### src/rtl/mem_port_arbiter.sv
// Memory port arbiter: shares one memory port between the cpu and an external
// requester. The winning request is latched in IDLE, it drives the memory for
// MEM_LAT cycles, read data is captured, and a one-cycle ack goes to the owner.
module mem_port_arbiter #(
    parameter int unsigned MEM_LAT      = 1,
    parameter int unsigned CPU_PRIORITY = 0
) (
    input  logic        clk,
    input  logic        rstb,
    // cpu port
    input  logic        cpu_req,
    input  logic        cpu_we,
    input  logic [31:0] cpu_addr,
    input  logic [31:0] cpu_wdata,
    output logic        cpu_ack,
    output logic [31:0] cpu_rdata,
    // external port
    input  logic        ext_req,
    input  logic        ext_we,
    input  logic [31:0] ext_addr,
    input  logic [31:0] ext_wdata,
    output logic        ext_ack,
    output logic [31:0] ext_rdata,
    // memory side
    output logic [31:0] mem_addr,
    output logic [31:0] mem_wr_data,
    output logic        mem_wr_ena,
    input  logic [31:0] mem_rd_data,
    // status
    output logic        busy,
    output logic        owner
);

    localparam int unsigned AW    = 32;
    localparam int unsigned DW    = 32;
    localparam int unsigned CNT_W = $clog2(MEM_LAT + 1);
    localparam logic [CNT_W-1:0] CNT_LAST = CNT_W'(MEM_LAT - 1);

    // Latched request payload of the current owner.
    typedef struct packed {
        logic          we;
        logic [AW-1:0] addr;
        logic [DW-1:0] wdata;
    } mem_req_t;

    typedef enum logic [1:0] {
        ST_IDLE   = 2'd0,
        ST_ACCESS = 2'd1,
        ST_ACK    = 2'd2
    } state_t;

    state_t          state,       state_n;
    logic [CNT_W-1:0] cnt,        cnt_n;
    mem_req_t        req_q,       req_n;
    logic            last_owner,  last_owner_n;
    logic            owner_n;
    logic            busy_n;
    logic            cpu_ack_n,   ext_ack_n;
    logic [DW-1:0]   cpu_rdata_n, ext_rdata_n;
    logic [AW-1:0]   mem_addr_n;
    logic [DW-1:0]   mem_wr_data_n;
    logic            mem_wr_ena_n;
    logic            grant_ext_c;
    mem_req_t        cpu_pkt_c,   ext_pkt_c;

    // Pack incoming requests and decide which port wins an IDLE sample.
    always_comb begin
        cpu_pkt_c.we    = cpu_we;
        cpu_pkt_c.addr  = cpu_addr;
        cpu_pkt_c.wdata = cpu_wdata;
        ext_pkt_c.we    = ext_we;
        ext_pkt_c.addr  = ext_addr;
        ext_pkt_c.wdata = ext_wdata;
        grant_ext_c     = 1'b0;
        if (ext_req && !cpu_req) begin
            grant_ext_c = 1'b1;
        end else if (ext_req && cpu_req && (CPU_PRIORITY == 0)) begin
            // round-robin: the port that did not own the last transaction wins
            grant_ext_c = !last_owner;
        end
    end

    // Next-state and next-output logic; memory outputs are registered and
    // therefore computed for the state being entered.
    always_comb begin
        state_n       = state;
        cnt_n         = cnt;
        req_n         = req_q;
        last_owner_n  = last_owner;
        owner_n       = owner;
        busy_n        = 1'b0;
        cpu_ack_n     = 1'b0;
        ext_ack_n     = 1'b0;
        cpu_rdata_n   = cpu_rdata;
        ext_rdata_n   = ext_rdata;
        mem_addr_n    = '0;
        mem_wr_data_n = '0;
        mem_wr_ena_n  = 1'b0;

        case (state)
            ST_IDLE: begin
                if (cpu_req || ext_req) begin
                    req_n         = grant_ext_c ? ext_pkt_c : cpu_pkt_c;
                    owner_n       = grant_ext_c;
                    last_owner_n  = grant_ext_c;
                    cnt_n         = '0;
                    state_n       = ST_ACCESS;
                    busy_n        = 1'b1;
                    mem_addr_n    = req_n.addr;
                    mem_wr_data_n = req_n.wdata;
                    mem_wr_ena_n  = req_n.we;
                end
            end
            ST_ACCESS: begin
                cnt_n  = cnt + CNT_W'(1);
                busy_n = 1'b1;
                if (cnt == CNT_LAST) begin
                    state_n = ST_ACK;
                    if (!req_q.we) begin
                        if (owner) ext_rdata_n = mem_rd_data;
                        else       cpu_rdata_n = mem_rd_data;
                    end
                    cpu_ack_n = !owner;
                    ext_ack_n = owner;
                end else begin
                    mem_addr_n    = req_q.addr;
                    mem_wr_data_n = req_q.wdata;
                end
            end
            ST_ACK: begin
                state_n = ST_IDLE;
            end
            default: begin
                state_n = ST_IDLE;
            end
        endcase
    end

    // State and output registers; reset aborts any transaction immediately.
    always_ff @(posedge clk or negedge rstb) begin
        if (!rstb) begin
            state       <= ST_IDLE;
            cnt         <= '0;
            req_q       <= '0;
            last_owner  <= 1'b1;
            owner       <= 1'b0;
            busy        <= 1'b0;
            cpu_ack     <= 1'b0;
            ext_ack     <= 1'b0;
            cpu_rdata   <= '0;
            ext_rdata   <= '0;
            mem_addr    <= '0;
            mem_wr_data <= '0;
            mem_wr_ena  <= 1'b0;
        end else begin
            state       <= state_n;
            cnt         <= cnt_n;
            req_q       <= req_n;
            last_owner  <= last_owner_n;
            owner       <= owner_n;
            busy        <= busy_n;
            cpu_ack     <= cpu_ack_n;
            ext_ack     <= ext_ack_n;
            cpu_rdata   <= cpu_rdata_n;
            ext_rdata   <= ext_rdata_n;
            mem_addr    <= mem_addr_n;
            mem_wr_data <= mem_wr_data_n;
            mem_wr_ena  <= mem_wr_ena_n;
        end
    end

endmodule

### config.mk
export PLATFORM = sky130hd
export DESIGN_NAME = mem_port_arbiter
export DESIGN_NICKNAME = d
export VERILOG_FILES = /design/src/rtl/mem_port_arbiter.sv
export SDC_FILE = /design/constraint.sdc
export NUM_CORES = 1
export LEC_CHECK = 0
export CAP_MARGIN = 20
export CORE_UTILIZATION = 50
export CTS_BUF_LIST = sky130_fd_sc_hd__clkbuf_8
export DETAILED_ROUTE_END_ITERATION = 10
export GPL_TIMING_DRIVEN = 0
export PLACE_DENSITY_LB_ADDON = 0.12
export SLEW_MARGIN = 20
export SYNTH_ARGS = -nofsm -noshare
export SYNTH_HDL_FRONTEND = slang
export SYNTH_SLANG_ARGS = --single-unit
### constraint.sdc
create_clock -name clk -period 3.2 [get_ports clk]
set_clock_uncertainty 0.15 [all_clocks]
set_input_delay 0.48 -clock clk [delete_from_list [all_inputs] [get_ports clk]]
set_output_delay 0.48 -clock clk [all_outputs]
set_load 0.01 [all_outputs]
==> results of run 1 <==
per-stage QoR:
| stage | hold slack (ns) | utilization [%] |
|---|---|---|
| after floorplan | 0.0344 | - |
| final | 0.330 | 76.6 |
| after detailed placement | 0.318 | 72.4 |
| after CTS | 0.333 | 76.6 |
| after global routing | 0.357 | 76.6 |
| after global placement | 0.307 | 72.2 |
sequential cells by signal, indices dropped and copies added (netlist names):
register and cells:
ext_ack 1, busy 1, last_owner 1, cpu_ack 1
cpu_rdata 32, cnt 1, mem_wr_data 32, req_q 65
ext_rdata 32, mem_addr 32, state 2, owner 1
mem_wr_ena 1
path summary, 6_finish.rpt:
kind	start	end	slack, ns	cells past startpoint
setup / recovery	cpu_req	mem_wr_data[27]$_DFF_PN0_	0.91	5
hold / removal	req_q[52]$_DFFE_PN0P_	mem_addr[20]$_DFF_PN0_	0.33	2
setup reg to reg	last_owner$_DFFE_PN1P_	mem_wr_data[24]$_DFF_PN0_	0.93	6
hold reg to reg	req_q[52]$_DFFE_PN0P_	mem_addr[20]$_DFF_PN0_	0.33	2
max in group asynchronous	rstb	req_q[49]$_DFFE_PN0P_	1.51	3
min in group asynchronous	rstb	mem_wr_data[27]$_DFF_PN0_	0.44	2
logic make-up after synthesis:
kind of cell | Yosys count | synth area share (%)
DFF | 202 | 60.6
muxes | 194 | 25.6
and+or+nand+nor | 77 | 4.04
AOI/OAI and AO/OA | 71 | 4.40
buffers and inverters | 102 | 5.33
routing by layer:
layer | GRT usage [%] | wire [um]
met1 | 30.0 | 8320
met2 | 44.8 | 10800
met3 | 6.91 | 1400
met4 | 7.91 | 451
met5 | 0 | 0
synth_stat cells, types with 2 or more instances:
| cell | instances |
|---|---|
| buf_2 | 10 |
| mux2i_1 | 130 |
| mux2_2 | 32 |
| buf_6 | 3 |
| mux2_1 | 2 |
| o21ai_0 | 65 |
| mux2_4 | 30 |
| nor2_1 | 3 |
| buf_4 | 7 |
| a21oi_1 | 2 |
| nand2b_1 | 2 |
| nand2_1 | 66 |
| dfrtp_1 | 201 |
| clkbuf_1 | 16 |
| inv_1 | 65 |
where the power goes:
| group | internal (mW) | switching (mW) | leakage, nW |
|---|---|---|---|
| Combinational | 2.72 | 2.08 | 3.01 |
| Sequential | 3.81 | 0.628 | 2.46 |
| Clock | 1.23 | 0.995 | 0.388 |
| Total | 7.75 | 3.70 | 5.86 |
timing repair:
action | 4_1_cts | 5_1_grt
endpoints found under the setup margin | 0 | 0
hold buffers | 1 | 0
gates resized for setup | 0 | 0
hold endpoints to repair | 99 | 0
worst reg2reg max path, cell delays in order (launching register included):
cell      delay, ns
dfstp_2        0.54
a21bo_2        0.12
clkbuf_1       0.20
buf_4          0.27
buf_2          0.34
mux2i_1        0.35
o21ai_0        0.14
cell type report:
class / instances / area (um^2)
clock buffer: 44 / 606
sequential: 202 / 5060
fill: 1009 / 3760
timing repair buffer: 300 / 3030
tap: 216 / 270
multi-input combinational: 342 / 2840
buffer: 36 / 196
clock inverter: 15 / 62.6
inverter: 66 / 248
==> summary.txt, run 1 <==
Critical path
  – Slowest CP cell: o21ai_0
  – CP endpoint kind: flip-flop
  – CP max FO: 10
  – Worst stage delay on the critical path: 0.51 ns
  – CP top delay family: buffers and inverters
  – CP required: 3.39 ns
  – Setup Crit Path Kind: in2reg
  – Buffering stage count on the worst path with inverters included: 3
  – Critical Path AT: 2.48 ns
  – Worst path cell trace: clkdlybuf4s50_1 -> o21ai_0 -> clkbuf_1 -> clkbuf_1 -> o21ai_0
  – Critical Path Source Type: primary input

Placed design
  – Pre-CTS setup slack: 0.417 ns
  – Dpl hpwl: approximately 15,000 um
  – IO buf count: about 300
  – Global placement routability congestion: 0.876
  – Inst Count DP: 1,161
  – Placed cell areas: 11,600 um^2

Drt
  – TritonRoute pass-1 iters: 4
  – Routed WL: 21,000 um
  – DR WL/cell: 17.2 um
  – Vias: 6,063
  – 1st-iter DRT viols: 260
  – Residual DRC count: 0
  – Routed Antenna Nets: 0
  – DR vias/cell: 4.97

Yosys
  – FFs w/ async S/R, synth: 100%
  – Syn_area_per_cell: 12.9 um^2
  – Distinct cells, synth: 27
  – Post-synth EDFFs: 0
  – Syn Std Cell Area: 8340 um^2
  – Yosys reg bits: 202
  – Leading area contributor after synthesis: dfrtp_1
  – Syn Inst Count: about 650
  – Ys flop type: dfrtp_1
  – Top-area cell type share of the netlist area: 60.3%
  – Syn Nets: 812
  – Seq/Total Area, Yosys: 60.6%
  – Dominant cells by area after synthesis: dfrtp_1, mux2i_1, mux2_4
  – Syn. warnings: 0

Finish
  – Layout Nets: 1,149
  – Layout cell share with drive strength beyond 1: roughly 14%
  – Non-filler instance count after layout: 1,221
  – Antenna Cells: 0
  – Commonest cells after routing, fill and taps aside: clkdlybuf4s50_1, dfrtp_1, mux2i_1
  – Commonest non-fill, non-tap cell in the layout: clkdlybuf4s50_1
  – Post-route cell area: between 10,000 and 15,000 um^2
  – Synth-to-Final Area Change: 47.5%

Timing
  – Max Slew Vio Count: 0
  – Min Tclk post-route: 2.29 ns
  – RSZ-0062 raised after global routing: false
  – Hold Fails Final Rpt: 0
  – Final setup vio count: 0
  – Max Fclk: 437 MHz
  – Slew HR: 48.9%
  – Setup_tns: 0 ns
  – Worst-margin pin slew: 0.766 ns
  – Setup WS post-layout: 0.910 ns
  – Fin crit share: 71.6%

CTS
  – Clock sink count: approximately 200
  – Setup Buffers After CTS: 0
  – Worst skew pair latency: about 0.50 ns
  – Worst-case clock buffer depth: 3
  – TritonCTS clock tree: yes
  – Root Driver: clkbuf_8
  – Inserted Clock Buffers: 35
  – H-Tree Depth: 2
  – Clk slew on worst S/H paths: roughly 0.060 ns

Die
  – Io pins: 299
  – Num rows: 46
  – Die area: 17,200 um^2
  – Starting density of the core: 51.9%
  – Die width: 131 um
  – DIE HEIGHT: 131 um
  – CORE AREA: roughly 16,000 um^2

GRT
  – Vias in the first global route: 6,544
  – Initial antenna violation count: 0
  – GRT Overall Usage: 25.4%
  – Largest net degree at the start of global routing: slightly above 100
  – First-pass GRT wire length: 34,300 um
  – GRT overflow: 0

Min path
  – Hold Crit Class: reg2reg

Pwr
  – P_leak: between 5 and 6 nW
  – Peak VDD IR: roughly 0.00045 V
  – Power per cell area: 931 nW/um^2
  – Final Total Pwr: 11.5 mW

Run status
  – Status: finished, final reports clean

Run
  – Max Cap Viol: 0
Power figures use the tool's default switching activity.
==> run 2: changes to the inputs <==
--- a/config.mk
+++ b/config.mk
@@ -6,7 +6,7 @@
 export NUM_CORES = 1
 export LEC_CHECK = 0
 export CAP_MARGIN = 20
-export CORE_UTILIZATION = 50
+export CORE_UTILIZATION = 46
 export CTS_BUF_LIST = sky130_fd_sc_hd__clkbuf_8
 export DETAILED_ROUTE_END_ITERATION = 10
 export GPL_TIMING_DRIVEN = 0
==> constraint.sdc (replaced) <==
create_clock -name clk -period 2.33 [get_ports clk]
set_clock_uncertainty 0.15 [all_clocks]
set_input_delay 0.3495 -clock clk [delete_from_list [all_inputs] [get_ports clk]]
set_output_delay 0.3495 -clock clk [all_outputs]
set_load 0.01 [all_outputs]
==> run 2 against run 1 <==
Compared with the run above:
- critical path depth rose by 1
- via count shrank 1.7%
- core utilization is 6.2 points lower
- count of clock-buffer cells in the layout fell by 3
- combinational power is 37% higher
- sequential share of layout area is essentially flat
- setup slack lost 0.80 ns
- non-clock buffer count is 1 higher
- routed wire length down 3.3%
- design area hardly changed
- total power grew 35%
- first-iteration DRC count is 13% lower
- critical endpoint is now mem_wr_data[25]$_DFF_PN0_
==> summary.txt, run 2 (synthesis gave the netlist of run 1 again) <==
Die
  – CORE AREA: 17,500 um^2 (+8.8%)
  – Num rows: 48 (+4.3%)
  – Starting density of the core: 47.7% (-4.2 points)
  – Die width: 137 um (+4.2%)
  – DIE HEIGHT: 137 um (+4.2%)
  – Die area: 18,700 um^2 (+8.6%)
  – Io pins: 299 (unchanged)

Timing
  – Final setup vio count: 0 (unchanged)
  – Slew HR: 66.2% (+17 points)
  – Worst-margin pin slew: 0.507 ns (-0.260 ns)
  – Setup WS post-layout: 0.113 ns (-0.796 ns)
  – Hold Fails Final Rpt: 0 (unchanged)
  – RSZ-0062 raised after global routing: false
  – Max Fclk: roughly 450 MHz
  – Setup_tns: 0 ns (unchanged)
  – Fin crit share: a little over nine tenths
  – Min Tclk post-route: roughly 2.2 ns
  – Max Slew Vio Count: 0 (unchanged)

Critical path
  – Crit. Startpoint: last_owner$_DFFE_PN1P_
  – Reg2reg path depth: 6 (unchanged)
  – Reg2reg setup slack: 0.11 ns (-0.82 ns)
  – Launching point of the worst reg2reg path: last_owner$_DFFE_PN1P_
  – Setup Crit Path Kind: reg2reg
  – CP required: 2.52 ns (-0.87 ns)
  – Critical Path AT: 2.41 ns (-0.07 ns)
  – CP endpoint kind: flip-flop
  – Critical Path Sink: mem_wr_data[25]$_DFF_PN0_
  – R2R Path End: mem_wr_data[25]$_DFF_PN0_
  – Critical Path Source Type: flip-flop
  – CP max FO: 10 (unchanged)

Drt
  – TritonRoute pass-1 iters: 6 (+2)
  – Routed Antenna Nets: 0 (unchanged)
  – Vias: 5,961 (-1.7%)
  – DR vias/cell: 4.84 (-2.5%)
  – Residual DRC count: 0 (unchanged)
  – Routed WL: 20,300 um (-3.3%)
  – 1st-iter DRT viols: 225 (-13%)
  – DR WL/cell: 16.5 um (-4.1%)

Placed design
  – Dpl hpwl: 14,700 um (-3.9%)
  – Global placement routability congestion: 0.764 (-13%)
  – Pre-CTS setup slack: -0.400 ns (-0.818 ns)
  – IO buf count: 298 (unchanged)

Finish
  – Synth-to-Final Area Change: 47.6% (about the same)
  – Commonest cells after routing, fill and taps aside: clkdlybuf4s50_1, dfrtp_1, mux2i_1
  – Fillcell total: 1,334 (+32%)
  – Antenna Cells: 0 (unchanged)
  – Layout Nets: 1,150 (+0.087%)
  – Largest Register: req_q
  – Layout cell share with drive strength beyond 1: 13.3% (-0.31 points)
  – Largest register FFs: 65 (unchanged)
  – Final core utilization: 70.4% (-6.2 points)
  – Commonest non-fill, non-tap cell in the layout: clkdlybuf4s50_1

GRT
  – Largest net degree at the start of global routing: 90 (-13%)
  – GRT overflow: 0 (unchanged)
  – First-pass GRT wire length: 32,200 um (-6.1%)
  – Vias in the first global route: 6,181 (-5.5%)
  – Initial antenna violation count: 0 (unchanged)
  – GRT Overall Usage: 22.5% (-2.9 points)

Run status
  – Status: finished, final reports clean

Pwr
  – P_leak: 5.88 nW (+0.21%)
  – Power per cell area: 1260 nW/um^2 (+35%)
  – Final Total Pwr: 15.5 mW (+35%)
  – Peak VDD IR: 0.000814 V (+80%)

Min path
  – Hold Crit Class: in2async

CTS
  – Root Driver: clkbuf_8
  – TritonCTS clock tree: yes
  – Worst skew pair latency: 0.51 ns (about the same)
  – Inserted Clock Buffers: 35 (unchanged)
  – Clock sink count: 202 (unchanged)
  – Clk slew on worst S/H paths: 0.06 ns (about the same)
  – H-Tree Depth: 2 (unchanged)
  – Setup Buffers After CTS: 0 (unchanged)
  – Worst-case clock buffer depth: 3 (unchanged)

Run
  – Max Cap Viol: 0 (unchanged)
-- run 2: cell types whose count changed in the layout (fill, tap and decap cells not counted), sizes merged --
cell      delta
inv          +4
clkinvlp     -1
buf          +1
clkbuf       -3
-- run 2: cell type report --
cell class | instances | area [um^2] | area share (%)
inverter | 66 | 248 | 2.01
clock inverter | 18 | 70.1 | 0.569
tap | 225 | 282 | 2.29
multi-input combinational | 342 | 2840 | 23.1
sequential | 202 | 5060 | 41.1
clock buffer | 41 | 564 | 4.59
buffer | 36 | 196 | 1.60
timing repair buffer | 301 | 3050 | 24.8
-- run 2: layer usage --
layer | part of all wire (%) | vias up | GRT usage, %
met2 | 48 | 225 | 37.5
met5 | 0 | - | 0
met1 | 41 | 2868 | 27.7
li1 | - | 2838 | -
met3 | 9.1 | 30 | 7.48
met4 | 1.7 | 0 | 6.42
-- run 2: worst min path at each step --
stage | to | cells past startpoint | slack [ns] | from
floorplan | busy$_DFF_PN0_ | 0 | -0.1 | rstb
global placement | mem_addr[4]$_DFF_PN0_ | 2 | 0.30 | req_q[36]$_DFFE_PN0P_
detailed placement | cpu_rdata[14]$_DFFE_PN0P_ | 1 | 0.15 | rstb
CTS | cpu_rdata[14]$_DFFE_PN0P_ | 2 | 0.21 | rstb
global route | cpu_rdata[14]$_DFFE_PN0P_ | 2 | 0.22 | rstb
finish | cpu_rdata[14]$_DFFE_PN0P_ | 2 | 0.22 | rstb
-- run 2: timing repair --
action	in CTS	in global routing
endpoints found under the setup margin	0	5
resized for setup	0	1
endpoints found under the hold margin	57	0
hold buffers	1	0
-- run 2: per-stage QoR --
| step | std cells | hold WS (ns) | cell area, um^2 |
|---|---|---|---|
| final | 1231 | 0.216 | 12300 |
| after CTS | 1231 | 0.206 | 12300 |
| after global routing | 1231 | 0.223 | 12300 |
| after floorplan | 646 | -0.0961 | 8340 |
| after global placement | 1169 | 0.304 | 11600 |
| after detailed placement | 1171 | 0.151 | 11700 |
-- run 2: critical path, cell delays in order, from the launching register on --
cell	delay, ns
dfstp_2	0.55
a21bo_2	0.12
clkbuf_1	0.15
buf_4	0.26
buf_2	0.36
mux2i_1	0.32
o21ai_0	0.14
-- run 2: where the power goes --
group	switching (mW)	internal, mW	total (mW)
clock	1.35	1.58	2.93
combinational	2.83	3.74	6.57
sequential	0.791	5.23	6.02
==> run 3: changes to the inputs <==
--- a/config.mk
+++ b/config.mk
@@ -5,7 +5,7 @@
 export SDC_FILE = /design/constraint.sdc
 export NUM_CORES = 1
 export LEC_CHECK = 0
-export CAP_MARGIN = 20
+export CAP_MARGIN = 40
 export CORE_UTILIZATION = 46
 export CTS_BUF_LIST = sky130_fd_sc_hd__clkbuf_8
 export DETAILED_ROUTE_END_ITERATION = 10
==> results of run 3 <==
No change in the layout: final DEF, timing and power equal those of run 2.
